<file path="src/rtl/shift_reg_311_pkg.sv">
// shift_reg_311_pkg: shared definitions for the shift_reg_311 block.
//   - MODE_* : encodings of the 2-bit mode_311 operation select
//   - state_e: burst controller FSM state type
package shift_reg_311_pkg;

  localparam logic [1:0] MODE_HOLD = 2'b00;
  localparam logic [1:0] MODE_SHR  = 2'b01;
  localparam logic [1:0] MODE_SHL  = 2'b10;
  localparam logic [1:0] MODE_LOAD = 2'b11;

  typedef enum logic [1:0] {
    StIdle,
    StShift,
    StDone
  } state_e;

endpackage

</file>
<file path="src/rtl/shift_ctrl_311.sv">
// shift_ctrl_311: burst controller for shift_reg_311.
// Decodes the per-cycle datapath operation and runs the IDLE/SHIFT/DONE burst FSM with its
// remaining-shift counter.
// Ports:
//   clk, reset_311      clock, asynchronous active-high reset
//   mode, start, cnt    operation select, burst request, burst length
//   shift_en            shift the datapath register this edge
//   shift_left          shift direction when shift_en is high (1 = left)
//   load_en             load parallel data this edge
//   busy, done          registered status flags (SHIFT state / one-cycle completion)
module shift_ctrl_311
  import shift_reg_311_pkg::*;
#(
  parameter int unsigned CNT_W = 4
) (
  input  logic             clk,
  input  logic             reset_311,
  input  logic [1:0]       mode,
  input  logic             start,
  input  logic [CNT_W-1:0] cnt,
  output logic             shift_en,
  output logic             shift_left,
  output logic             load_en,
  output logic             busy,
  output logic             done
);

  state_e           state_q, state_d;
  logic [CNT_W-1:0] cnt_q, cnt_d;
  logic             dir_q, dir_d;
  logic             busy_q, busy_d;
  logic             done_q, done_d;
  logic             burst_req;

  // Only shift modes can launch a burst; start with hold/load falls through to the mode.
  assign burst_req = start && ((mode == MODE_SHR) || (mode == MODE_SHL));

  always_comb begin
    state_d    = state_q;
    cnt_d      = cnt_q;
    dir_d      = dir_q;
    shift_en   = 1'b0;
    shift_left = 1'b0;
    load_en    = 1'b0;
    case (state_q)
      StIdle: begin
        if (burst_req) begin
          // Launch edge: latch parameters only, the register is left untouched.
          dir_d   = (mode == MODE_SHL);
          cnt_d   = cnt;
          state_d = (cnt != '0) ? StShift : StDone;
        end else begin
          unique case (mode)
            MODE_HOLD: ;
            MODE_SHR:  shift_en = 1'b1;
            MODE_SHL: begin
              shift_en   = 1'b1;
              shift_left = 1'b1;
            end
            MODE_LOAD: load_en = 1'b1;
            default: ;
          endcase
        end
      end
      StShift: begin
        shift_en   = 1'b1;
        shift_left = dir_q;
        // cnt_q is at least 1 here, so the decrement never wraps.
        cnt_d      = cnt_q - CNT_W'(1);
        if (cnt_q == CNT_W'(1)) begin
          state_d = StDone;
        end
      end
      StDone: begin
        state_d = StIdle;
      end
      default: begin
        state_d = StIdle;
        cnt_d   = '0;
      end
    endcase
    busy_d = (state_d == StShift);
    done_d = (state_d == StDone);
  end

  always_ff @(posedge clk or posedge reset_311) begin
    if (reset_311) begin
      state_q <= StIdle;
      cnt_q   <= '0;
      dir_q   <= 1'b0;
      busy_q  <= 1'b0;
      done_q  <= 1'b0;
    end else begin
      state_q <= state_d;
      cnt_q   <= cnt_d;
      dir_q   <= dir_d;
      busy_q  <= busy_d;
      done_q  <= done_d;
    end
  end

  assign busy = busy_q;
  assign done = done_q;

endmodule

</file>
<file path="src/rtl/shift_reg_311.sv">
// shift_reg_311: universal shift register with hold/shift/load modes and counted burst shifts.
// Optional feature macro: SHIFT_REG_311_ROTATE_EN adds rot_311, which makes every shift
// recirculate the outgoing bit instead of taking the serial input.
// Ports:
//   clk, reset_311          clock, asynchronous active-high reset
//   mode_311                00 hold, 01 shift right, 10 shift left, 11 load
//   d_311                   parallel load data
//   sin_r_311, sin_l_311    serial inputs for right (into MSB) / left (into LSB) shifts
//   start_311, cnt_311      burst request and burst shift count
//   rot_311                 rotate enable (only with SHIFT_REG_311_ROTATE_EN)
//   q_311, qb_311           register contents and its complement
//   busy_311, done_311      burst in progress / one-cycle burst completion
module shift_reg_311
  import shift_reg_311_pkg::*;
#(
  parameter int unsigned WIDTH = 8,
  parameter int unsigned CNT_W = 4
) (
  input  logic             clk,
  input  logic             reset_311,
  input  logic [1:0]       mode_311,
  input  logic [WIDTH-1:0] d_311,
  input  logic             sin_r_311,
  input  logic             sin_l_311,
  input  logic             start_311,
  input  logic [CNT_W-1:0] cnt_311,
`ifdef SHIFT_REG_311_ROTATE_EN
  input  logic             rot_311,
`endif
  output logic [WIDTH-1:0] q_311,
  output logic [WIDTH-1:0] qb_311,
  output logic             busy_311,
  output logic             done_311
);

  logic [WIDTH-1:0] q_q, q_d;
  logic             shift_en, shift_left, load_en;
  logic             in_r, in_l;

  shift_ctrl_311 #(
    .CNT_W(CNT_W)
  ) u_ctrl (
    .clk       (clk),
    .reset_311 (reset_311),
    .mode      (mode_311),
    .start     (start_311),
    .cnt       (cnt_311),
    .shift_en  (shift_en),
    .shift_left(shift_left),
    .load_en   (load_en),
    .busy      (busy_311),
    .done      (done_311)
  );

`ifdef SHIFT_REG_311_ROTATE_EN
  // Rotation feeds the bit leaving one end back into the other.
  assign in_r = rot_311 ? q_q[0]       : sin_r_311;
  assign in_l = rot_311 ? q_q[WIDTH-1] : sin_l_311;
`else
  assign in_r = sin_r_311;
  assign in_l = sin_l_311;
`endif

  always_comb begin
    q_d = q_q;
    if (load_en) begin
      q_d = d_311;
    end else if (shift_en) begin
      if (shift_left) begin
        q_d = {q_q[WIDTH-2:0], in_l};
      end else begin
        q_d = {in_r, q_q[WIDTH-1:1]};
      end
    end
  end

  always_ff @(posedge clk or posedge reset_311) begin
    if (reset_311) begin
      q_q <= '0;
    end else begin
      q_q <= q_d;
    end
  end

  assign q_311  = q_q;
  assign qb_311 = ~q_q;

endmodule

</file>
<file path="config.mk">
export PLATFORM = sky130hd
export DESIGN_NAME = shift_reg_311
export DESIGN_NICKNAME = d
export VERILOG_FILES = /design/src/rtl/shift_reg_311_pkg.sv /design/src/rtl/shift_ctrl_311.sv /design/src/rtl/shift_reg_311.sv
export SDC_FILE = /design/constraint.sdc
export NUM_CORES = 1
export LEC_CHECK = 0
export BUFFER_PORTS_ARGS = -buffer_cell sky130_fd_sc_hd__clkbuf_2
export CAP_MARGIN = 30
export CORE_MARGIN = 1
export CORE_UTILIZATION = 49
export CTS_CLUSTER_DIAMETER = 80
export DETAILED_ROUTE_END_ITERATION = 16
export PLACE_DENSITY = 0.86
export SLEW_MARGIN = 30
export SYNTH_ARGS = -nofsm -noshare
export SYNTH_HDL_FRONTEND = slang
export SYNTH_SLANG_ARGS = --single-unit
</file>
<file path="constraint.sdc">
create_clock -name clk -period 1.7 [get_ports clk]
set_input_delay 0.51 -clock clk [delete_from_list [all_inputs] [get_ports clk]]
set_output_delay 0.51 -clock clk [all_outputs]
set_load 0.05 [all_outputs]
</file>
==> metrics.md, run 1 <==
| Metric | Value |
|---|---|
| Crit-path cells | inv_1 -> clkbuf_2 |
| DRC viols | 0 |
| Pins Over Slew Limit | 0 |
| CTS Sinks | 17 |
| Crit Path Category | reg2out |
| Post-synth top area share | 0.385 |
| Grt ovf | 0 |
| ANT nets after route | 0 |
| Syn Inst Count | 130 |
| Design Area, Final | ~0.0014 mm2 |
| Worst Path Buf+Inv | 2 |
| Routed vias | between 1,000 and 1,500 |
| CP max stage delay | roughly 430 ps |
| Gr usage total | 0.223 |
| Filler instances | between 150 and 200 |
| Area Growth Syn to Fin | 27.2% |
| Initial antenna violation count | 0 |
| Cell variety after synth | 26 |
| Ant diodes | 0 |
| Critical Path RT | ~1200 ps |
| Max IR drop VDD | between 1000 and 1500 uV |
| Dpl cell area | between 0.001 and 0.0015 mm2 |
| Post-CTS sizing | 0 |
| CTS tree | yes |
| CTS H-tree depth | 1 |
| Synth Warn # | 0 |
| Starting Density | 0.540 |
| Syn avg cell area | 8.49 um2 |
| Hold Path Class | in2async |
| Critical path arrival | roughly 1100 ps |
| Clock Latency Late Sink | 290 ps |
| Layout cell share with drive strength beyond 1 | 0.306 |
| Number of vias per cell | ~5.5 |
| Hold_buf cts | 0 |
| Placed cells | between 150 and 200 |
| Core region area | between 0.002 and 0.0025 mm2 |
| Num ports | 37 |
| Avg WL per Cell | 12.4 um |
| Final WL | approximately 2400 um |
| Vias in the first global route | just under 1,000 |
| Leading area contributor after synthesis | dfrtp_1 |
| Leak | slightly above 0.7 nW |
| Post-Syn Area | 0.00110 mm2 |
| Worst Path Max Fanout | 5 |
| Sequential fraction of the synthesis area | 0.385 |
| Rows | 16 |
| CTS buffer count | 3 |
| DRT iter0 DRCs | 24 |
| Clock root buffer | clkbuf_4 |
| Setup Viol. Count Final | 0 |
| Global-route wire length before repair | 4190 um |
| Skew final | between 8 and 9 ps |
| Clock buffer depth | 2 |
| CP Launch Type | flop |
| Max-cap viol count | 0 |
| Final number of hold-violating endpoints | 0 |
| Top cells by area, synth | dfrtp_1 (39%), a31oi_1 (10%), mux2i_1 (8.2%), nand2_1 (6.8%), a21oi_1 (5.0%) |
| First-pass DRT Iterations | 4 |
| Post-synth EDFFs | 0 |
| Largest delay share family, worst path | flip-flops |
| Final core utilization | 0.688 |
| Setup Fix Bufs, Post-CTS | 0 |
| Commonest non-fill, non-tap cell in the layout | clkbuf_2 |
| Power, Total | 3.00 mW |
| IO Port Bufs | 36 |
| Share of flip-flops with an asynchronous set or reset | 1.00 |
| Outcome | finished, final reports clean |
| Die area | 0.00245 mm2 |
| Max-slew headroom | 0.569 |
| Pwr/cell area | 2140 mW/mm2 |
| Slowest CP cell | dfrtp_1 |
| F_max | just over 0.6 GHz |
| Synth Net Count | about 150 |
| Chip height | between 40 and 50 um |
| RSZ-0062 raised after global routing | false |
| TNS Setup | 0 ps |
| Reg clk slew, reported paths | between 100 and 150 ps |
| Die width | 49.5 um |
| Commonest cells after routing, fill and taps aside | clkbuf_2 (36), nand2_1 (20), a31oi_1 (18) |
| Crit path time final | roughly 1600 ps |
| DP HPWL | 1820 um |
| Fin crit share | 0.943 |
| Yosys reg bits | 17 |
| GPL Wtd Cong | 0.789 |
| Predominant post-synthesis flop cell | dfrtp_1 |
| Worst Tran Pin Value | 645 ps |
| Largest net degree at the start of global routing | 18 |
| Crit end category | output pin |
| Final non-filler cell total | approximately 200 |
| Nets@finish | approximately 190 |
==> metrics by stage <==
step	hold slack (ps)	worst slack, ps
3_5_place_dp	521	-180
2_1_floorplan	436	2.47
5_1_grt	299	35.4
3_3_place_gp	493	-143
6_report	265	96.9
4_1_cts	287	92.3
==> registers in the layout, summed over array words and instances, names as in the netlist <==
name,flops
u_ctrl.done,1
u_ctrl.busy,1
u_ctrl.cnt_q,4
u_ctrl.dir_q,1
u_ctrl.state_q,2
q_311,8
==> cells by family after synthesis <==
logic type / Yosys count / share of synthesized area
AO/OA/AOI/OAI: 40 / 0.240
adder cells (fa/ha/maj): 4 / 0.0454
buffers and inverters: 22 / 0.0794
flip-flops: 17 / 0.385
multiplexers: 10 / 0.0918
AND/OR/NAND/NOR: 37 / 0.158
==> layout make-up <==
type / count / area, um2 / share of cell area
multi-input combinational: 91 / 603 / 0.430
sequential: 17 / 425 / 0.303
clock inverter: 1 / 5.00 / 0.00357
tap: 27 / 33.8 / 0.0241
timing repair buffer: 43 / 258 / 0.184
clock buffer: 3 / 22.5 / 0.0160
inverter: 15 / 56.3 / 0.0401
==> Yosys cell counts, drive strengths merged, types with 2 or more instances <==
cell type and count:
a31oi 19, nor4b 2, buf 4, mux2i 9, o31ai 3, nor2 6
dfrtp 17, nand2b 2, ha 4, a21oi 11, a211oi 2, o21ai 5
nor3 3, nand2 20, inv 15, clkbuf 3
==> routing by layer <==
| metal | global-route usage | part of all wire | up-vias |
|---|---|---|---|
| met5 | 0 | 0 | - |
| met4 | 0.0952 | 0.012 | 0 |
| met3 | 0.0309 | 0.053 | 4 |
| met2 | 0.395 | 0.49 | 43 |
| met1 | 0.267 | 0.44 | 493 |
| li1 | - | - | 541 |
==> report_power, final <==
| part | switching [mW] | internal, mW |
|---|---|---|
| clock | 0.135 | 0.0874 |
| sequential | 0.209 | 0.591 |
| combinational | 1.34 | 0.637 |
==> worst paths after layout <==
check                                   from         endpoint  slack [ps]  cells after the start
min reg2reg                  u_ctrl.cnt_q[3]  u_ctrl.cnt_q[3]         540                      2
max reg2reg                u_ctrl.state_q[0]         q_311[0]         230                      4
min                                reset_311         q_311[3]         260                      2
min in group clk                  cnt_311[3]  u_ctrl.cnt_q[3]         520                      3
max                                 q_311[0]        qb_311[0]         100                      2
max in group asynchronous          reset_311  u_ctrl.cnt_q[3]        1020                      2
No activity file was read; power rests on OpenSTA's default activity.
==> run 2: changes to the inputs <==
--- a/config.mk
+++ b/config.mk
@@ -12,6 +12,7 @@
 export CTS_CLUSTER_DIAMETER = 80
 export DETAILED_ROUTE_END_ITERATION = 16
 export PLACE_DENSITY = 0.86
+export SETUP_SLACK_MARGIN = 0.15
 export SLEW_MARGIN = 30
 export SYNTH_ARGS = -nofsm -noshare
 export SYNTH_HDL_FRONTEND = slang
==> run 2 against run 1 <==
Against the previous run: utilization grew 4.2 points; register-to-register slack is essentially flat; critical path depth grew 5; fmax grew 6.1%; clock power shrank 4%; sequential cell count is the same.
==> metrics.md, run 2 (synthesis results as in run 1) <==
| Metric | Value |
|---|---|
| Outcome | finished, final reports clean |
| Global routing met2 resource utilization | 0.404 |
| Fin crit share | 0.889 |
| Reg clk slew, reported paths | 100 ps |
| Dpl cell area | about 0.0014 mm2 |
| CP Launch Point | mode_311[0] |
| Setup ws final | around 190 ps |
| M1 GR Usage | 0.295 |
| Hold Path Class | in2async |
| Met3 Use GR | 0.0401 |
| Crit Path Category | in2reg |
| Combinational power share | 0.677 |
| Clock Latency Late Sink | about 290 ps |
| Avg WL per Cell | between 10 and 15 um |
| Reg2reg start | u_ctrl.state_q[1] |
| Design Area, Final | around 0.0015 mm2 |
| CTS tree | yes |
| Max-slew headroom | 0.714 |
| Skew final | 1.90 ps |
| Crit end category | flop |
| Initial antenna violation count | 0 |
| Clock buffer depth | 2 |
| Starting Density | 0.540 |
| Leak | between 0.7 and 0.8 nW |
| Grt ovf | 0 |
| Die width | ~50 um |
| Busiest grt layer | met2 |
| DP HPWL | roughly 1900 um |
| DRC viols | 0 |
| FF-to-FF setup slack | 230 ps |
| Rows | 16 |
| Setup Viol. Count Final | 0 |
| Gr usage total | 0.240 |
| Area Growth Syn to Fin | 35.0% |
| Placed cells | around 200 |
| CP Launch Type | input port |
| Worst Tran Pin Value | roughly 430 ps |
| Crit path time final | around 1500 ps |
| TNS Setup | 0 ps |
| CTS Sinks | 17 |
| GPL Wtd Cong | between 0.8 and 0.9 |
| Global-route wire length before repair | 4510 um |
| Nets@finish | 200 |
| First-pass DRT Iterations | 5 |
| Largest net degree at the start of global routing | 18 |
| Final non-filler cell total | approximately 200 |
| Switching Share | 0.542 |
| Number of vias per cell | approximately 5.6 |
| Clk pwr share | 0.068 |
| Sequential power share | 0.255 |
| Max-cap viol count | 0 |
| Worst Path Max Fanout | 8 |
| P_sw | 1.72 mW |
| Clock root buffer | clkbuf_4 |
| Final number of hold-violating endpoints | 0 |
| Final WL | approximately 2700 um |
| Pwr/cell area | approximately 2100 mW/mm2 |
| CTS H-tree depth | 1 |
| Max IR drop VDD | between 1000 and 1500 uV |
| RSZ-0062 raised after global routing | true |
| DRT iter0 DRCs | 35 |
| Power Internal | 1.46 mW |
| Vias in the first global route | roughly 1,100 |
| IO Port Bufs | 36 |
| Final core utilization | 0.730 |
| Pins Over Slew Limit | 0 |
| Placement Setup Slack | -156 ps |
| Max reg flops | 8 |
| WHS | just under 200 ps |
| Commonest non-fill, non-tap cell in the layout | clkbuf_2 |
| Worst r2r dst | q_311[2] |
| Critical Path RT | 1910 ps |
| Critical path arrival | about 1700 ps |
| Num ports | 37 |
| Chip height | between 40 and 50 um |
| Worst r2r path cells | 5 |
| Layout cell share with drive strength beyond 1 | 0.369 |
| CTS buffer count | 3 |
| Routed vias | about 1,100 |
| Commonest cells after routing, fill and taps aside | clkbuf_2 (22), nand2_1 (20), a31oi_1 (18) |
| Power, Total | between 3 and 4 mW |
| Worst setup path endpoint | q_311[3] |
| Ant diodes | 0 |
| ANT nets after route | 0 |
| Die area | between 0.002 and 0.0025 mm2 |
| F_max | about 0.66 GHz |
| Core region area | a little over 0.002 mm2 |
-- run 2: cell count changes in the layout (fill, tap and decap cells not counted), sizes merged --
cell,delta
buf,+13
clkbuf,-7
-- run 2: final cells by class --
| cell class | count | area [um2] |
|---|---|---|
| multi-input combinational | 91 | 608 |
| timing repair buffer | 49 | 330 |
| fill | 151 | 552 |
| sequential | 17 | 432 |
| clock inverter | 1 | 5.00 |
| tap | 27 | 33.8 |
| inverter | 15 | 58.8 |
| clock buffer | 3 | 22.5 |
-- run 2: how the worst min path moves through the flow --
stage                            to  slack (ps)  depth (start not counted)
global placement    u_ctrl.cnt_q[3]         500                          2
CTS                        q_311[4]         190                          3
floorplan                  q_311[0]         440                          1
detailed placement  u_ctrl.cnt_q[3]         510                          2
global route               q_311[5]         210                          3
finish              u_ctrl.cnt_q[2]         190                          3
-- run 2: worst max-delay path, cell delays in order --
cell,delay [ps]
clkbuf_2,120
inv_4,40
ha_4,220
or3_4,410
a31oi_1,200
a21oi_1,60
a31oi_1,160
-- run 2: repair_timing --
| item | in CTS | in global routing |
|---|---|---|
| resized for setup | 12 | 17 |
| buffers inserted | 3 | 1 |
| setup endpoints to repair | 14 | 20 |
| pin swaps | 0 | 0 |
| gates cloned | 0 | 0 |
| hold buffers | 0 | 0 |
-- run 2: metal layers --
| layer | part of all wire | routed length [um] |
|---|---|---|
| met3 | 0.065 | 175 |
| met4 | 0.018 | 48 |
| met5 | 0 | 0 |
| met2 | 0.49 | 1310 |
| met1 | 0.43 | 1160 |
-- run 2: power by group through the flow --
stage               combinational [mW]  clock [mW]  sequential, mW
CTS                               2.08       0.228           0.796
detailed placement                1.96           0           0.817
floorplan                         1.15           0            1.13
finish                            2.15       0.215           0.812
global placement                  1.92           0           0.804
global route                      2.30       0.239           0.842
==> run 3: changes to the inputs <==
--- a/config.mk
+++ b/config.mk
@@ -8,10 +8,10 @@
 export BUFFER_PORTS_ARGS = -buffer_cell sky130_fd_sc_hd__clkbuf_2
 export CAP_MARGIN = 30
 export CORE_MARGIN = 1
-export CORE_UTILIZATION = 49
+export CORE_UTILIZATION = 44
 export CTS_CLUSTER_DIAMETER = 80
 export DETAILED_ROUTE_END_ITERATION = 16
-export PLACE_DENSITY = 0.86
+export PLACE_DENSITY = 0.79
 export SETUP_SLACK_MARGIN = 0.15
 export SLEW_MARGIN = 30
 export SYNTH_ARGS = -nofsm -noshare
==> constraint.sdc (replaced) <==
create_clock -name clk -period 1.4 [get_ports clk]
set_input_delay 0.42 -clock clk [delete_from_list [all_inputs] [get_ports clk]]
set_output_delay 0.42 -clock clk [all_outputs]
set_load 0.05 [all_outputs]
==> run 3 against run 2 <==
Against the previous run: the run now ends with setup timing left; non-clock buffer count grew 15; via count grew 26%; clock power grew 40%; die area grew 11%; utilization grew 19 points; sequential share of layout area shrank 8.2 points; power grew 82%; sequential power grew 34%; worst setup slack lost 270 ps; count of clock-buffer cells in the layout is the same; combinational power grew 100%; final area grew 42%.
==> metrics.md, run 3 (synthesis results as in run 1) <==
| Metric | Value |
|---|---|
| Outcome | finished with violations |
| Failing checks | setup timing |
| Hold Path Class | in2async |
| CTS tree | yes |
| Area Growth Syn to Fin | 92.1% |
| RSZ-0062 raised after global routing | true |
| Met3 Use GR | 0.0673 |
| Setup ws final | -77.2 ps |
| Critical path arrival | ~1700 ps |
| CP max stage delay | roughly 460 ps |
| Gr usage total | 0.359 |
| Largest delay share family, worst path | buffers and inverters |
| Max IR drop VDD | between 2000 and 2500 uV |
| Ant diodes | 0 |
| Rows | 17 |
| Busiest grt layer | met2 |
| Die width | between 50 and 60 um |
| Num ports | 37 |
| FF-to-FF setup slack | -80 ps |
| Final core utilization | 0.923 |
| Reg2reg start | u_ctrl.state_q[0] |
| Chip height | between 50 and 60 um |
| Layout cell share with drive strength beyond 1 | 0.628 |
| Grt ovf | 0 |
| Initial antenna violation count | 0 |
| Starting Density | 0.480 |
| Routed vias | 1,438 |
| DRT iter0 DRCs | ~100 |
| Crit Path Category | reg2reg |
| M1 GR Usage | 0.423 |
| Crit path time final | ~1500 ps |
| CP Launch Point | u_ctrl.state_q[0] |
| GPL Wtd Cong | 0.807 |
| Pins Over Slew Limit | 0 |
| CTS buffer count | 3 |
| Worst Tran Pin Value | around 370 ps |
| CP Launch Type | flop |
| Clock root buffer | clkbuf_4 |
| Core region area | 0.00230 mm2 |
| Worst r2r path cells | 6 |
| Largest net degree at the start of global routing | 18 |
| Clock buffer depth | 2 |
| Reg clk slew, reported paths | 120 ps |
| Global-route wire length before repair | around 6700 um |
| Global routing met2 resource utilization | 0.603 |
| DRC viols | 0 |
| IO Port Bufs | 36 |
| Max reg flops | 8 |
| Crit end category | flop |
| Max-slew headroom | 0.755 |
| Design Area, Final | approximately 0.0021 mm2 |
| Worst r2r dst | q_311[5] |
| Setup Viol. Count Final | 15 |
| Fin crit share | 1.06 |
| Final number of hold-violating endpoints | 0 |
| Number of vias per cell | between 6 and 7 |
| Clock Latency Late Sink | a little over 300 ps |
| First-pass DRT Iterations | 4 |
| Skew final | 4.15 ps |
| Placement Setup Slack | -428 ps |
| Die area | ~0.0027 mm2 |
| F_max | just under 0.7 GHz |
| Crit-path cells | buf_4 -> inv_4 -> buf_6 -> a31oi_4 -> a21oi_1 -> a31oi_1 |
| Avg WL per Cell | 24.8 um |
| Max-cap viol count | 0 |
| Slowest CP cell | dfrtp_2 |
| Final WL | roughly 5400 um |
| Commonest non-fill, non-tap cell in the layout | buf_4 |
| Leak | ~0.96 nW |
| Dpl cell area | between 0.001 and 0.0015 mm2 |
| DP HPWL | about 2100 um |
| Worst Path Buf+Inv | 3 |
| CTS H-tree depth | 1 |
| CP Depth | 6 |
| Hold_buf cts | 0 |
| Pwr/cell area | 2730 mW/mm2 |
| Worst Path Max Fanout | 10 |
| Commonest cells after routing, fill and taps aside | buf_4 (20), nand2_1 (18), clkbuf_2 (16) |
| Filler instances | 72 |
| CTS Sinks | 17 |
| Vias in the first global route | roughly 1,300 |
| Nets@finish | between 200 and 250 |
| Worst setup path endpoint | q_311[5] |
| ANT nets after route | 0 |
| Critical Path RT | 1590 ps |
-- run 3: area by class of cell --
class / instances / area [um2] / share of cell area
sequential: 17 / 440 / 0.208
clock inverter: 1 / 5.00 / 0.00236
inverter: 15 / 61.3 / 0.0289
timing repair buffer: 64 / 796 / 0.375
clock buffer: 3 / 22.5 / 0.0106
tap: 28 / 35.0 / 0.0165
multi-input combinational: 91 / 759 / 0.358
-- run 3: worst min-delay path by stage --
stage / depth (start not counted) / slack (ps) / startpoint / endpoint
6_report: 3 / 90 / reset_311 / u_ctrl.done
5_1_grt: 3 / 110 / reset_311 / u_ctrl.done
4_1_cts: 3 / 100 / reset_311 / u_ctrl.busy
3_5_place_dp: 3 / 420 / reset_311 / u_ctrl.busy
3_3_place_gp: 3 / 430 / reset_311 / u_ctrl.cnt_q[3]
2_1_floorplan: 1 / 350 / reset_311 / u_ctrl.busy
-- run 3: power by group --
group          total [mW]  leakage (nW)  switching, mW  internal (mW)
sequential           1.09         0.203          0.337          0.750
combinational        4.40         0.741           2.40           2.01
clock               0.301        0.0177          0.194          0.107
total                5.79         0.962           2.93           2.86
-- run 3: metrics by stage --
| step | setup TNS [ps] | hold slack [ps] | power, mW | cells |
|---|---|---|---|---|
| after global routing | -1260 | 108 | 5.97 | 219 |
| after global placement | -3680 | 425 | 3.43 | 202 |
| after floorplan | -1250 | 346 | 2.83 | 130 |
| after CTS | -19.5 | 96.6 | 4.95 | 215 |
| final | -595 | 88.2 | 5.79 | 219 |
| after detailed placement | -4350 | 424 | 3.52 | 202 |
-- run 3: layer usage --
layer  wire length [um]  vias up
met5                  0        -
met4                487        0
met3                572       51
met2               2480      140
met1               1900      660
li1                   -      587
-- run 3: worst min-delay path: stages --
cell and delay, ps:
clkbuf_2 80, inv_1 40, buf_4 250
-- run 3: what timing repair did --
item / 4_1_cts / 5_1_grt
endpoints found under the hold margin: 0 / 0
buffers inserted: 9 / 4
pin swaps: 10 / 9
resized for setup: 78 / 33
endpoints found under the setup margin: 31 / 33
